### src/rtl/core_bus_slave.sv
// core_bus_slave: register-mapped bus slave fronting a two-counter core.
//
// Word map: 0 COUNTER1 (RW), 1 COUNTER2 (RW), 2 IRQ_STATUS (bit0, W1C),
//           3 IRQ_ENABLE (bit0, RW), 4 ID (RO), 5-7 reserved (read 0).
//
// Ports:
//   clk, reset            clock, asynchronous active-low reset
//   address/read/write    bus access, one per cycle; write wins over read
//   writeData/byteEnable  write data with per-byte qualifiers
//   readData/Valid        registered read data, valid one cycle after the read
//   irqOut                registered IRQ_STATUS[0] & IRQ_ENABLE[0]
//   coreCounterN*         load value, write/read strobes and live value per counter
//   coreIrq               level interrupt from the counter core
module core_bus_slave #(
    parameter logic [31:0] ID_VALUE = 32'hC0DE_0001
) (
    input  logic        clk,
    input  logic        reset,
    input  logic [2:0]  address,
    input  logic        read,
    input  logic        write,
    input  logic [31:0] writeData,
    input  logic [3:0]  byteEnable,
    output logic [31:0] readData,
    output logic        readDataValid,
    output logic        irqOut,
    output logic [31:0] coreCounter1In,
    output logic [31:0] coreCounter2In,
    output logic        coreCounter1We,
    output logic        coreCounter2We,
    output logic        coreCounter1Re,
    output logic        coreCounter2Re,
    input  logic [31:0] coreCounter1,
    input  logic [31:0] coreCounter2,
    input  logic        coreIrq
);

    logic [31:0] read_data_q;
    logic        read_valid_q;
    logic        irq_out_q;
    logic        irq_status_q;
    logic        irq_status_d;
    logic        irq_enable_q;
    logic        irq_enable_d;
    logic        core_irq_q;

    logic        rd_acc;
    logic        wr_c1;
    logic        wr_c2;
    logic        irq_rise;
    logic        w1c;
    logic [31:0] be_mask;
    logic [31:0] rd_mux;

    // A simultaneous write turns the access into a write only.
    assign rd_acc = read & ~write;
    assign wr_c1  = write & (address == 3'd0);
    assign wr_c2  = write & (address == 3'd1);

    assign be_mask = {{8{byteEnable[3]}}, {8{byteEnable[2]}},
                      {8{byteEnable[1]}}, {8{byteEnable[0]}}};

    // Unselected counters are handed back their own value so the core never sees X.
    assign coreCounter1In = wr_c1 ? ((writeData & be_mask) | (coreCounter1 & ~be_mask))
                                  : coreCounter1;
    assign coreCounter2In = wr_c2 ? ((writeData & be_mask) | (coreCounter2 & ~be_mask))
                                  : coreCounter2;

    // Strobes are forced low while reset is asserted, whatever the bus does.
    assign coreCounter1We = reset & wr_c1;
    assign coreCounter2We = reset & wr_c2;
    assign coreCounter1Re = reset & rd_acc & (address == 3'd0);
    assign coreCounter2Re = reset & rd_acc & (address == 3'd1);

    always_comb begin
        rd_mux = 32'h0;
        case (address)
            3'd0:    rd_mux = coreCounter1;
            3'd1:    rd_mux = coreCounter2;
            3'd2:    rd_mux = {31'h0, irq_status_q};
            3'd3:    rd_mux = {31'h0, irq_enable_q};
            3'd4:    rd_mux = ID_VALUE;
            default: rd_mux = 32'h0;
        endcase
    end

    assign irq_rise = coreIrq & ~core_irq_q;
    assign w1c      = write & (address == 3'd2) & byteEnable[0] & writeData[0];

    // A new rising edge beats a same-cycle clear.
    assign irq_status_d = irq_rise | (irq_status_q & ~w1c);
    assign irq_enable_d = (write && address == 3'd3 && byteEnable[0]) ? writeData[0]
                                                                      : irq_enable_q;

    always_ff @(posedge clk or negedge reset) begin
        if (!reset) begin
            read_data_q  <= 32'h0;
            read_valid_q <= 1'b0;
            irq_out_q    <= 1'b0;
            irq_status_q <= 1'b0;
            irq_enable_q <= 1'b0;
            core_irq_q   <= 1'b0;
        end else begin
            read_valid_q <= rd_acc;
            if (rd_acc) begin
                read_data_q <= rd_mux;
            end
            irq_status_q <= irq_status_d;
            irq_enable_q <= irq_enable_d;
            core_irq_q   <= coreIrq;
            irq_out_q    <= irq_status_d & irq_enable_d;
        end
    end

    assign readData      = read_data_q;
    assign readDataValid = read_valid_q;
    assign irqOut        = irq_out_q;

endmodule

### config.mk
export PLATFORM = sky130hd
export DESIGN_NAME = core_bus_slave
export DESIGN_NICKNAME = d
export VERILOG_FILES = /design/src/rtl/core_bus_slave.sv
export SDC_FILE = /design/constraint.sdc
export NUM_CORES = 1
export LEC_CHECK = 0
export ABC_CLOCK_PERIOD_IN_PS = 3400
export CORE_ASPECT_RATIO = 0.75
export CORE_MARGIN = 2
export CORE_UTILIZATION = 34
export CTS_CLUSTER_SIZE = 28
export DETAILED_ROUTE_END_ITERATION = 10
export GPL_ROUTABILITY_DRIVEN = 0
export MAX_ROUTING_LAYER = met4
export PLACE_DENSITY_LB_ADDON = 0.1
export SETUP_SLACK_MARGIN = 0.2
export SLEW_MARGIN = 25
export SYNTH_ARGS = -nofsm -noshare
export SYNTH_HDL_FRONTEND = slang
export SYNTH_SLANG_ARGS = --single-unit
### constraint.sdc
create_clock -name clk -period 3.4 [get_ports clk]
set_clock_uncertainty 0.2 [all_clocks]
set_input_delay 1.02 -clock clk [delete_from_list [all_inputs] [get_ports clk]]
set_output_delay 1.02 -clock clk [all_outputs]
set_load 0.05 [all_outputs]
After elaboration in Yosys (flattened, before gate mapping)
Cells that the tools add are included.
{"block": "totals", "elab_cells": 41, "input_bits": 108, "out_inout_bits": 102, "reg_bits": 37}
{"block": "classes", "bitwise": 24, "eq_ne": 4, "n_reduce_logical": 3, "muxes": 4}
{"operator": "case mux 32 bit (5 select lines)", "n": 1}
{"operator": "AND 32 bit", "n": 3}
{"operator": "2-to-1 mux 32 bit", "n": 2}
{"operator": "bitwise OR 32 bit", "n": 2}
{"operator": "NOT 32 bit", "n": 1}
{"operator": "AND 1 bit", "n": 14}
{"operator": "equality test 3 x 2 -> 1 bit (second input constant)", "n": 2}
{"operator": "equality test 3 x 1 -> 1 bit (second input constant)", "n": 1}
{"operator": "equality test 3 bit (second input constant)", "n": 1}
{"operator": "zero test 3 bit", "n": 1}
{"operator": "NOT 1 bit", "n": 3}
{"operator": "logical AND 1 bit", "n": 2}
{"operator": "2-to-1 mux 1 bit", "n": 1}
{"operator": "bitwise OR 1 bit", "n": 1}

Depth between registers and ports, before layout
Gate-level depths: netlist of the first run.
{"block": "logic_depth", "word_depth": 8, "depth_mapped": 5, "ltp_nobuf": 3}

Worst setup path after synthesis of the first run
No wires, ideal clock.
{"block": "synth_timing", "kind": "input-to-output", "start": "input port write", "end": "output port coreCounter1Re", "t_required_ns": 2.180, "setup_slack_ns": -0.477, "n_path_buf": 2, "path_stages": 4, "arrival_time_ns": 2.657, "path_cell_list": "nand2b_1 buf_2 clkbuf_1 nor3_1"}
{"block": "synth_via", "elab_chain_cells": 4}
{"item": "from (decl)", "line": "21", "rtl": "input logic write,"}
{"item": "NOT 1 bit", "line": "56", "rtl": "assign rd_acc = read & ~write;"}
{"item": "AND 1 bit", "line": "56"}
{"item": "AND 1 bit (2 in a row)", "line": "72", "rtl": "assign coreCounter1Re = reset & rd_acc & (address == 3'd0);"}
{"item": "to (decl)", "line": "31", "rtl": "output logic coreCounter1Re,"}
Every way passes these cells.

Worst setup path in the final report of the first run
{"block": "layout_timing", "start": "input port address[0]", "end": "output port coreCounter2In[29]"}
{"block": "layout_via", "elab_chain_cells": 3}
{"item": "from (decl)", "line": "19", "rtl": "input logic [2:0] address,"}
{"item": "equality test 3 x 1 -> 1 bit", "line": "58", "rtl": "assign wr_c2 = write & (address == 3'd1);"}
{"item": "AND 1 bit", "line": "58"}
{"item": "2-to-1 mux 32 bit", "line": "66", "rtl": "assign coreCounter2In = wr_c2 ? ((writeData & be_mask) | (coreCounter2 & ~be_mask))"}
{"item": "to (decl)", "line": "28", "rtl": "output logic [31:0] coreCounter2In,"}
Every way passes these cells.

==> results of run 1 <==
## state kept, by name, summed over array words and instances (netlist names)
register	count
core_irq_q	1
irqOut	1
irq_enable_q	1
irq_status_q	1
readData	32
readDataValid	1
## per-layer routing
layer | track usage [%] | wire length (um)
met2 | 40.6 | 5320
met3 | 5.65 | 818
met4 | 5.26 | 100
met1 | 23.9 | 3640
met5 | - | 0
## final timing paths
path,endpoint,slack [ns],depth (start not counted)
max,coreCounter2In[29],0.05,5
min,readData[11],0.28,2
max reg2reg,irqOut,2.02,3
min reg2reg,readData[11],0.28,2
max in group asynchronous,readData[16],1.95,2
min in group asynchronous,irq_enable_q,0.40,1
## cells in the mapped netlist (4+ instances only)
library cell   n
nand2b_1       9
buf_6          4
clkbuf_1       4
nand2_1       26
buf_2          6
inv_1          4
mux2i_1       24
a22o_1         8
buf_4          4
mux2_1        44
dfrtp_1       37
nor3_1        12
and3_1        10
mux2_4        20
a21oi_1        8
o21ai_0       23
## logic make-up after synthesis
kind of cell	share of synthesized area (%)
buf+inv	5.51
compound gates	11.0
flops	33.4
simple gates	12.7
mux	37.4
## final cells by class
| cell class | instances | area (sq um) |
|---|---|---|
| repair buffers | 224 | 2750 |
| fillers | 546 | 2020 |
| multi-input cells | 205 | 1960 |
| flip-flops and latches | 37 | 926 |
| well taps | 105 | 131 |
| clock buffers | 6 | 72.6 |
| inverters | 4 | 15.0 |
| clock inverters | 2 | 10.0 |
## worst max-delay path, stage by stage
cell	delay, ns
buf_8	0.09
nor2b_4	0.19
and3_4	0.33
mux2_4	0.34
buf_8	0.15
## per-stage QoR
stage	hold slack, ns	worst slack (ns)	utilization [%]
4_1_cts	0.287	0.0411	72.5
6_report	0.280	0.0457	74.3
3_5_place_dp	0.270	-0.475	68.9
2_1_floorplan	0.255	0.185	-
3_3_place_gp	0.260	-0.442	68.9
5_1_grt	0.306	-0.00359	74.3
## repair_timing
action,4_1_cts,5_1_grt
buffers inserted,0,0
pin swaps,6,2
cloned,1,0
gates resized for setup,73,38
endpoints found under the setup margin,68,66
## power by group
| group | internal, mW | switching [mW] | total (mW) |
|---|---|---|---|
| Combinational | 0.432 | 0.487 | 0.919 |
| Clock | 0.142 | 0.148 | 0.290 |
| Sequential | 0.479 | 0.0212 | 0.500 |
| Total | 1.05 | 0.656 | 1.71 |
==> flow_metrics.tcl, run 1 <==
set metrics [dict create \
    status "finished clean" \
    via_count 2893 \
    dpl.cell_count 574 \
    rows 28 \
    required_ns 2.18 \
    numPortBuffers 209 \
    timing.final.crit_period_ns 3.35 \
    yosys_warnings 0 \
    syn-num-nets 375 \
    via_per_inst 4.96 \
    grt_max_degree 38 \
    synth_area_sq_um 2770 \
    die-width_um 108 \
    critical_path_class "in2out" \
    hold_viol 0 \
    clock_path_buffers 2 \
    synth.distinct_cells 34 \
    place_area_sq_um 5430 \
    synth_cells 267 \
    post-dp-hpwl_um 7850 \
    fin_setup_tns_ns 0 \
    crit_fanout 8 \
    insertion_delay_ns 0.28 \
    cts_buffers 5 \
    drc_errors 0 \
    die_y_um 82.2 \
    yosys.area.top_type_share_pct 33.4 \
    clk_pin_slew_worst_paths_ns 0.07 \
    end_kind "output port" \
    r2r_start "core_irq_q" \
    cts_tree "done" \
    yosysSeqAreaShare_pct 33.4 \
    syn_avg_cell_area_sq_um 10.4 \
    synth_top_area_cell "dfrtp_1" \
    hold_class "reg2reg" \
    fin_cells 583 \
    grt.total_usage_pct 21.9 \
    area_growth_syn_to_layout_pct 111 \
    final_cell_mix "131 x clkdlybuf4s50_1, 64 x mux2_4, 40 x buf_8" \
    vdd_drop_max_v 0.000197 \
    final_area_sq_um 5860 \
    cp-start-kind "primary input" \
    cts-root-buf "clkbuf_8" \
    layout-drive-gt1-share_pct 36.8 \
    die_area_sq_um 8900 \
    synth_edf_count 0 \
    final_common_cell "clkdlybuf4s50_1" \
    max_slew_margin_pct 61.1 \
    overflow 0 \
    antenna_found_initial 0 \
    tightestPinTransition_ns 0.582 \
    cp.arrival_ns 2.13 \
    slew_violations 0 \
    n_antenna_cell 0 \
    routed_wl_um 9880 \
    cts_htree_levels 2 \
    clock_sinks 37 \
    wl_per_cell_um 16.9 \
    drtIter0Drc 74 \
    synth-seq-cells 37 \
    maxCapViolations 0 \
    fmax_mhz 298 \
    finalCritPeriodShare_pct 98.7 \
    drt_pre_antenna_iters 4 \
    finalSetupViolations 0 \
    synth_ff_type "dfrtp_1" \
    grt_setup_unrepaired "yes" \
    ant_nets 0 \
    p_total_mw 1.71 \
    async_reset_ff_share_pct 100 \
    start_util_pct 35.2 \
    grt_pass1_wl_um 14600 \
    nNetsFinal 585 \
    top_level_ports 210 \
    cts_hold_buf 0 \
    powerDensity_nw_per_um2 292 \
    synthTopCellsByArea "dfrtp_1 33%, mux2_1 18%, mux2_4 11%" \
    core_area_sq_um 7880 \
    leakage_nw 2.60 \
    grt_pass1_vias 2917 \
    cp-startpoint "address[0]" \
    hold_path.startpoint "readData[11]" \
]
Power figures use the tool's default switching activity.
==> run 2, diff against run 1 <==
- CTS_BUF_LIST: default -> sky130_fd_sc_hd__clkbuf_16
==> run 2 against run 1 <==
Effect of this change:
- clock-buffer cell count is 1 lower
- clock power increased by 47%
- first-iteration DRC count unchanged
- highest routed layer unchanged
==> flow_metrics.tcl, run 2 (synthesis results as in run 1) <==
set metrics [dict create \
    cp-start-kind "primary input" \
    grt_max_degree 38 \
    grt_pass1_wl_um 14600 \
    vdd_drop_max_v 0.000199 \
    finalSetupViolations 0 \
    crit_family "simple AND/OR/NAND/NOR gates" \
    numPortBuffers 209 \
    cts_buffers 5 \
    leakage_nw 2.63 \
    overflow 0 \
    final_core_util_pct 75.0 \
    final_cell_mix "131 x clkdlybuf4s50_1, 64 x mux2_4, 40 x buf_8" \
    combPwrFrac_pct 49.8 \
    cts_htree_levels 2 \
    cts_hold_buf 0 \
    status "finished clean" \
    slowest_stage "and3_4" \
    hold_class "reg2reg" \
    seq_area_sq_um 926 \
    final_common_cell "clkdlybuf4s50_1" \
    post_cts_buffers 0 \
    drtIter0Drc 74 \
    multi_input_comb_area_sq_um 1960 \
    tightestPinTransition_ns 0.581 \
    grt_pass1_vias 2909 \
    slew_violations 0 \
    die-width_um 108 \
    rrSetupSlack_ns 2.03 \
    powerDensity_nw_per_um2 312 \
    grt_setup_unrepaired "yes" \
    cts-root-buf "clkbuf_16" \
    timing.final.crit_period_ns 3.35 \
    insertion_delay_ns 0.27 \
    fmax_mhz 298 \
    nNetsFinal 585 \
    finalCritPeriodShare_pct 98.6 \
    rows 28 \
    p_clk_share_pct 23.1 \
    clock_path_buffers 2 \
    path_cells "buf_6, nor2b_4, and3_4, mux2_4, buf_8" \
    routed_wl_um 9940 \
    post-dp-hpwl_um 7850 \
    grt.total_usage_pct 21.9 \
    switchingPower_uw 670 \
    drt_pre_antenna_iters 4 \
    cts_tree "done" \
    die_area_sq_um 8900 \
    hold_viol 0 \
    antenna_found_initial 0 \
    clk_pin_slew_worst_paths_ns 0.05 \
    die_y_um 82.2 \
    end_kind "output port" \
    slowest_delay_ns 0.34 \
    p_total_mw 1.85 \
    n_antenna_cell 0 \
    p_int_mw 1.18 \
    layout-drive-gt1-share_pct 36.8 \
    max_slew_margin_pct 61.2 \
    swShare_pct 36.3 \
    ant_nets 0 \
    seqPwrFrac_pct 27.1 \
    wl_per_cell_um 17.0 \
    nFillCells 540 \
    critical_path_class "in2out" \
    clock_sinks 37 \
    drc_errors 0 \
    top_level_ports 210 \
    core_area_sq_um 7880 \
    start_util_pct 35.2 \
    required_ns 2.18 \
    maxCapViolations 0 \
    cp_num_buf_inv 2 \
    via_per_inst 4.96 \
    cp.arrival_ns 2.13 \
    area_growth_syn_to_layout_pct 113 \
    largest_register_ffs 32 \
    crit_fanout 8 \
    via_count 2890 \
]
run 2: final timing paths:
path                         startpoint                  to  depth (start not counted)
setup / recovery                  write  coreCounter2In[29]                          5
hold / removal             readData[11]        readData[11]                          2
setup reg to reg             core_irq_q              irqOut                          3
hold reg to reg            readData[11]        readData[11]                          2
max in group asynchronous         reset        readData[25]                          2
min in group asynchronous         reset        readData[18]                          1
run 2: routing by layer:
metal / vias up / track usage [%] / share of wire, % / wire (um)
li1: 1398 / - / - / -
met1: 1365 / 23.9 / 38 / 3730
met2: 121 / 40.6 / 54 / 5350
met3: 6 / 5.65 / 7.8 / 774
met4: 0 / 4.87 / 0.83 / 82
met5: - / - / 0 / 0
run 2: per-stage QoR:
| step | cells | setup slack (ns) | hold WS [ns] | area [sq um] | TNS, ns |
|---|---|---|---|---|---|
| after floorplan | 267 | 0.185 | 0.255 | 3050 | 0 |
| after global placement | 574 | -0.442 | 0.260 | 5430 | -27.70 |
| after detailed placement | 574 | -0.475 | 0.270 | 5430 | -28.86 |
| after CTS | 583 | 0.0411 | 0.282 | 5770 | 0 |
| after global routing | 583 | -0.00359 | 0.302 | 5920 | -0.0131 |
| final | 583 | 0.0486 | 0.276 | 5920 | 0 |
run 2: layout make-up:
class / count / area share [%]
Timing Repair Buffer: 224 / 46.4
Clock inverter: 3 / 0.233
Sequential cell: 37 / 15.7
Multi-Input combinational cell: 205 / 33.1
Clock buffer: 5 / 2.12
Tap cell: 105 / 2.22
Inverter: 4 / 0.254
run 2: power by group through the flow:
stage | Sequential, mW | Combinational (mW) | Clock (mW)
6_report | 0.501 | 0.920 | 0.427
5_1_grt | 0.507 | 0.962 | 0.463
4_1_cts | 0.502 | 0.899 | 0.442
3_5_place_dp | 0.509 | 0.868 | 0
3_3_place_gp | 0.507 | 0.860 | 0
2_1_floorplan | 0.635 | 0.356 | 0
run 2: worst min-delay path, stage by stage, from the launching register on:
cell and delay [ns]:
dfrtp_1 0.33, nand2_1 0.04, o21ai_0 0.06
run 2: repair_timing:
item	4_1_cts	5_1_grt
endpoints found under the setup margin	68	66
gates resized for setup	73	38
gates cloned	1	0
pin swaps	6	2
